File: config.mk
export PLATFORM = sky130hd
export DESIGN_NAME = four_output_demux_flat
export DESIGN_NICKNAME = d
export VERILOG_FILES = /design/src/rtl/four_output_demux_if.sv /design/src/rtl/four_output_demux.sv /design/src/flat_wrapper.sv
export SDC_FILE = /design/constraint.sdc
export NUM_CORES = 1
export LEC_CHECK = 0
export ABC_AREA = 1
export BUFFER_PORTS_ARGS = -buffer_cell sky130_fd_sc_hd__buf_2
export CAP_MARGIN = 0
export CORE_UTILIZATION = 58
export CTS_BUF_LIST = sky130_fd_sc_hd__clkbuf_8
export DETAILED_ROUTE_END_ITERATION = 16
export HOLD_SLACK_MARGIN = 0.08
export PLACE_DENSITY = 0.87
export SKIP_CTS_REPAIR_TIMING = 1
export SYNTH_ARGS = -nofsm -noshare
export SYNTH_HDL_FRONTEND = slang
export SYNTH_SLANG_ARGS = --single-unit
File: constraint.sdc
create_clock -name clk -period 3.5 [get_ports clk]
set_clock_uncertainty 0.1 [all_clocks]
set_input_delay 0.525 -clock clk [delete_from_list [all_inputs] [get_ports clk]]
set_output_delay 0.525 -clock clk [all_outputs]
set_load 0.005 [all_outputs]
File: src/rtl/four_output_demux_if.sv
// Bus bundle for the 1-to-4 demux: producer side, four consumer sides and
// the per-channel delivery counters.
interface four_output_demux_if #(
  parameter int unsigned DATA_W = 32,
  parameter int unsigned CNT_W  = 16
);
  logic              in_valid;
  logic              in_ready;
  logic [1:0]        in_select;
  logic              in_broadcast;
  logic [DATA_W-1:0] in_data;
  logic [3:0]        out_valid;
  logic [3:0]        out_ready;
  logic [DATA_W-1:0] out_data0;
  logic [DATA_W-1:0] out_data1;
  logic [DATA_W-1:0] out_data2;
  logic [DATA_W-1:0] out_data3;
  logic [CNT_W-1:0]  deliver_cnt0;
  logic [CNT_W-1:0]  deliver_cnt1;
  logic [CNT_W-1:0]  deliver_cnt2;
  logic [CNT_W-1:0]  deliver_cnt3;

  // Demux side.
  modport slave (
    input  in_valid, in_select, in_broadcast, in_data, out_ready,
    output in_ready, out_valid, out_data0, out_data1, out_data2, out_data3,
    output deliver_cnt0, deliver_cnt1, deliver_cnt2, deliver_cnt3
  );

  // Producer plus consumers side.
  modport master (
    output in_valid, in_select, in_broadcast, in_data, out_ready,
    input  in_ready, out_valid, out_data0, out_data1, out_data2, out_data3,
    input  deliver_cnt0, deliver_cnt1, deliver_cnt2, deliver_cnt3
  );
endinterface

File: src/rtl/four_output_demux.sv
// Registered 1-to-4 data distributor. Each channel has a one-entry holding
// register with valid/ready; unicast goes to one channel, broadcast to all
// four atomically. Per-channel counters tally completed output handshakes.
module four_output_demux #(
  parameter int unsigned DATA_W = 32,
  parameter int unsigned CNT_W  = 16
) (
  input logic               clk,
  input logic               rst_n,
  four_output_demux_if.slave bus
);

  localparam logic [CNT_W-1:0] CNT_ONE = CNT_W'(1);

  logic [3:0]        full_q;
  logic [3:0]        full_d;
  logic [3:0]        free;
  logic [3:0]        load;
  logic [3:0]        hs;
  logic              accept;
  logic [DATA_W-1:0] data_q [4];
  logic [CNT_W-1:0]  cnt_q  [4];

  // Handshake decode: a channel is free if empty or draining this cycle, so
  // drain and refill can share an edge. in_ready never looks at in_valid.
  always_comb begin
    free         = ~full_q | bus.out_ready;
    bus.in_ready = bus.in_broadcast ? (&free) : free[bus.in_select];
    accept       = bus.in_valid & bus.in_ready;
    load         = 4'b0000;
    if (accept) begin
      if (bus.in_broadcast) begin
        load = 4'b1111;
      end else begin
        load[bus.in_select] = 1'b1;
      end
    end
    hs     = full_q & bus.out_ready;
    full_d = load | (full_q & ~bus.out_ready);
  end

  // Channel occupancy flags.
  always_ff @(posedge clk or negedge rst_n) begin
    if (!rst_n) begin
      full_q <= 4'b0000;
    end else begin
      full_q <= full_d;
    end
  end

  // Holding registers load only on accept; they hold through stalls and drains.
  always_ff @(posedge clk or negedge rst_n) begin
    if (!rst_n) begin
      for (int k = 0; k < 4; k++) data_q[k] <= '0;
    end else begin
      for (int k = 0; k < 4; k++) begin
        if (load[k]) data_q[k] <= bus.in_data;
      end
    end
  end

  // Delivery counters, wrapping naturally at 2^CNT_W.
  always_ff @(posedge clk or negedge rst_n) begin
    if (!rst_n) begin
      for (int k = 0; k < 4; k++) cnt_q[k] <= '0;
    end else begin
      for (int k = 0; k < 4; k++) begin
        if (hs[k]) cnt_q[k] <= cnt_q[k] + CNT_ONE;
      end
    end
  end

  // Output mapping.
  always_comb begin
    bus.out_valid    = full_q;
    bus.out_data0    = data_q[0];
    bus.out_data1    = data_q[1];
    bus.out_data2    = data_q[2];
    bus.out_data3    = data_q[3];
    bus.deliver_cnt0 = cnt_q[0];
    bus.deliver_cnt1 = cnt_q[1];
    bus.deliver_cnt2 = cnt_q[2];
    bus.deliver_cnt3 = cnt_q[3];
  end

endmodule
File: src/flat_wrapper.sv
// flat-port wrapper written by rule: the top's interface ports become plain ports
module four_output_demux_flat 
#(
  parameter int unsigned DATA_W = 32,
  parameter int unsigned CNT_W  = 16
)
  (clk, rst_n, bus_in_valid, bus_in_select, bus_in_broadcast, bus_in_data, bus_out_ready, bus_in_ready, bus_out_valid, bus_out_data0, bus_out_data1, bus_out_data2, bus_out_data3, bus_deliver_cnt0, bus_deliver_cnt1, bus_deliver_cnt2, bus_deliver_cnt3);
  four_output_demux_if #(.DATA_W(DATA_W), .CNT_W(CNT_W)) bus_i ();
  input logic clk;
  input logic rst_n;
  input wire logic [$bits(bus_i.in_valid)-1:0] bus_in_valid;
  input wire logic [$bits(bus_i.in_select)-1:0] bus_in_select;
  input wire logic [$bits(bus_i.in_broadcast)-1:0] bus_in_broadcast;
  input wire logic [$bits(bus_i.in_data)-1:0] bus_in_data;
  input wire logic [$bits(bus_i.out_ready)-1:0] bus_out_ready;
  output wire logic [$bits(bus_i.in_ready)-1:0] bus_in_ready;
  output wire logic [$bits(bus_i.out_valid)-1:0] bus_out_valid;
  output wire logic [$bits(bus_i.out_data0)-1:0] bus_out_data0;
  output wire logic [$bits(bus_i.out_data1)-1:0] bus_out_data1;
  output wire logic [$bits(bus_i.out_data2)-1:0] bus_out_data2;
  output wire logic [$bits(bus_i.out_data3)-1:0] bus_out_data3;
  output wire logic [$bits(bus_i.deliver_cnt0)-1:0] bus_deliver_cnt0;
  output wire logic [$bits(bus_i.deliver_cnt1)-1:0] bus_deliver_cnt1;
  output wire logic [$bits(bus_i.deliver_cnt2)-1:0] bus_deliver_cnt2;
  output wire logic [$bits(bus_i.deliver_cnt3)-1:0] bus_deliver_cnt3;
  assign bus_i.in_valid = bus_in_valid;
  assign bus_i.in_select = bus_in_select;
  assign bus_i.in_broadcast = bus_in_broadcast;
  assign bus_i.in_data = bus_in_data;
  assign bus_i.out_ready = bus_out_ready;
  assign bus_in_ready = bus_i.in_ready;
  assign bus_out_valid = bus_i.out_valid;
  assign bus_out_data0 = bus_i.out_data0;
  assign bus_out_data1 = bus_i.out_data1;
  assign bus_out_data2 = bus_i.out_data2;
  assign bus_out_data3 = bus_i.out_data3;
  assign bus_deliver_cnt0 = bus_i.deliver_cnt0;
  assign bus_deliver_cnt1 = bus_i.deliver_cnt1;
  assign bus_deliver_cnt2 = bus_i.deliver_cnt2;
  assign bus_deliver_cnt3 = bus_i.deliver_cnt3;
  four_output_demux #(.DATA_W(DATA_W), .CNT_W(CNT_W)) u_core (.clk(clk), .rst_n(rst_n), .bus(bus_i));
endmodule
==> results.toml <==
[worst_setup_path]
critPathLaunchType = "flip-flop"
critPathKind = "reg2reg"
cp_top_family = "simple AND/OR/NAND/NOR gates"
worst_path_most_repeated_cell = "nand2_1"
critical-path-max-stage-delay_ps = 510
critPathSlowestCell = "nand4_2"
crit_path_cell_trace = "nand2_1 > nand2_1 > nand2_1 > inv_1 > nor2_2 > nand4_2 > buf_4 > nand2_1 > nand2_1"
crit_fanout = 20
critPathCaptureType = "flip-flop"
path_buf_inv = 2
arrival_ps = 2440
worstPathRequired_ps = 3750

[floorplan]
die_area_sq_mm = 0.01522
die_w_um = 123.4
std_cell_rows = 43
start_util_pct = 60.39
core_area_sq_mm = 0.01415
die_h_um = 123.4
ios = 239

[final_layout]
final_common_cell = "nand2_1"
fillers = 1087
layout_common_cells = "nand2_1, buf_2, dfrtp_1"
final_cells = 1365
diodes = 0
fin_nets = 1218
area_growth_pct = 19.72
multi_input_area_sq_mm = 0.003174
seq_area_sq_mm = 0.004905
drive_above_1_share_pct = 24.73

[placement]
gp_congestion = 0.8444
io_buffers = 238
dp_hpwl_um = 15080
placed_cells = 1333

[sta]
rsz0062_at_grt = "no"
slew_violations = 0
period_share_pct = 62.63
slew_headroom_pct = 41.62
worst_pin_slew_ps = 875.7
fin_crit_ps = 2192
final-setup-viol-count = 0
hold_viol = 0
setup_tns_ps = 0
fmax_ghz = 0.4562

[detailed_routing]
drc = 0
detail-route-antenna-nets = 0
detail_route.first_pass.iterations = 5
first_iter_violations = 756
viasPerCell = 5.566
drt-total-wl_um = 22350
vias = 7598
wire_per_inst_um = 16.37

[pwr]
p_int_mw = 4.129
seqPwrFrac_pct = 51.5
ir_drop_uv = 311.4
swShare_pct = 33.59
p_clk_share_pct = 22.6
p_switching_mw = 2.088
power_density_mw_per_mm2 = 607.7
combPwrFrac_pct = 26.0
p_leak_nw = 5.850
power.total_mw = 6.218

[clock_tree]
cts.sinks = 196
cts-root-buf = "clkbuf_8"
worstSkewPairLatency_ps = 450
clk_pin_slew_ps = 90
cts_tree = "done"
cts_made_buffers = 17
htreeDepth = 4
clockBufferDepth = 2

[synth]
yosysWarnings = 0
synthDistinctLibCells = 22
synth_nets = 1001
syn-cell-area_sq_mm = 0.008546
ys_ff_latch = 196
synth_cells = 955
ys_seq_area_share_pct = 57.39
avgSynthCellArea_sq_um = 8.948

[global_route]
grt_pass1_wl_um = 35430
grt_overflow_total = 0
antenna_found_initial = 0
grt.total_usage_pct = 30.41
grt_pass1_vias = 7075
grt_max_degree = 105

[min_path]
hold_class = "in2async"

[status]
status = "finished, final reports clean"

[run]
cap_violations = 0
-- path summary, 6_finish.rpt --
path                       slack [ps]                     start  cells past startpoint                     endpoint
max in group asynchronous        2450                     rst_n                      2     u_core.bus.out_data1[12]
min in group clk                  200          bus_out_ready[0]                      2      u_core.bus.out_valid[0]
hold / removal                     70                     rst_n                      1  u_core.bus.deliver_cnt2[13]
setup / recovery                 1310   u_core.bus.out_valid[2]                      9      u_core.bus.out_data2[3]
hold reg to reg                   370  u_core.bus.out_data1[31]                      2     u_core.bus.out_data1[31]
setup reg to reg                 1310   u_core.bus.out_valid[2]                      9      u_core.bus.out_data2[3]
-- flip-flops by register name, summed over array words and instances, names as in the netlist --
register and flops:
u_core.bus.out_valid 4, u_core.bus.deliver_cnt1 16, u_core.bus.out_data1 32, u_core.bus.deliver_cnt0 16
u_core.bus.out_data2 32, u_core.bus.out_data3 32, u_core.bus.deliver_cnt2 16, u_core.bus.deliver_cnt3 16
u_core.bus.out_data0 32
-- kinds of logic (layout without fill, tap and decap cells) --
kind of cell,after synthesis,count (layout),share of synthesized area [%]
simple gates,585,585,30.67
flops,196,196,57.39
buf+inv,111,341,5.651
xor+xnor,50,50,5.124
compound gates,9,9,0.5709
fa+ha+maj,4,4,0.5857
-- per-layer routing --
layer	GRT usage (%)	vias to the layer above	wire (um)
li1	-	3546	-
met1	41.33	3637	9441
met4	12.42	0	667
met3	5.996	57	1688
met2	47.94	358	10550
met5	0	-	0
-- Yosys cell counts --
| cell type | number | share of area (%) |
|---|---|---|
| xor2_1 | 25 | 2.6 |
| nor3_1 | 5 | 0.29 |
| dfrtp_1 | 196 | 57 |
| o21ai_2 | 1 | 0.10 |
| nor2_2 | 3 | 0.22 |
| buf_4 | 13 | 1.1 |
| nand4_1 | 133 | 9.7 |
| inv_1 | 56 | 2.5 |
| nand3b_1 | 1 | 0.088 |
| nand2_2 | 1 | 0.073 |
| ha_1 | 4 | 0.59 |
| nand2_1 | 370 | 16 |
| buf_2 | 14 | 0.82 |
| inv_2 | 2 | 0.088 |
| nand3_1 | 26 | 1.5 |
| nand4_2 | 4 | 0.59 |
| and3_1 | 2 | 0.15 |
| xnor2_1 | 25 | 2.6 |
| o21ai_0 | 7 | 0.41 |
| clkbuf_1 | 26 | 1.1 |
| nor2_1 | 40 | 1.8 |
| o21ai_1 | 1 | 0.059 |
-- stage by stage --
| stage | worst slack, ps | cell area [sq um] | hold WS (ps) | utilization, % |
|---|---|---|---|---|
| 3_3_place_gp | 1077 | 9847 | 348.9 | 69.59 |
| 4_1_cts | 1250 | 10230 | 89.96 | 72.31 |
| 3_5_place_dp | 978.5 | 9847 | 352.6 | 69.59 |
| 5_1_grt | 1079 | 10230 | 123.7 | 72.31 |
| 2_1_floorplan | 1686 | 8546 | 129.4 | - |
| 6_report | 1308 | 10230 | 70.85 | 72.31 |
-- layout make-up --
cell class | instances | share of cell area, %
flip-flops and latches | 196 | 47.94
multi-input cells | 648 | 31.03
repair buffers | 251 | 12.95
clock buffers | 22 | 2.960
well taps | 180 | 2.201
inverters | 58 | 2.128
clock inverters | 10 | 0.7949
-- power groups by stage --
stage	clock, mW	combinational [mW]	sequential [mW]
6_report	1.40	1.61	3.20
3_5_place_dp	0	1.63	3.22
3_3_place_gp	0	1.57	3.21
2_1_floorplan	0	0.738	3.22
4_1_cts	1.43	1.63	3.19
5_1_grt	1.51	1.83	3.26
Power figures use the tool's default switching activity.
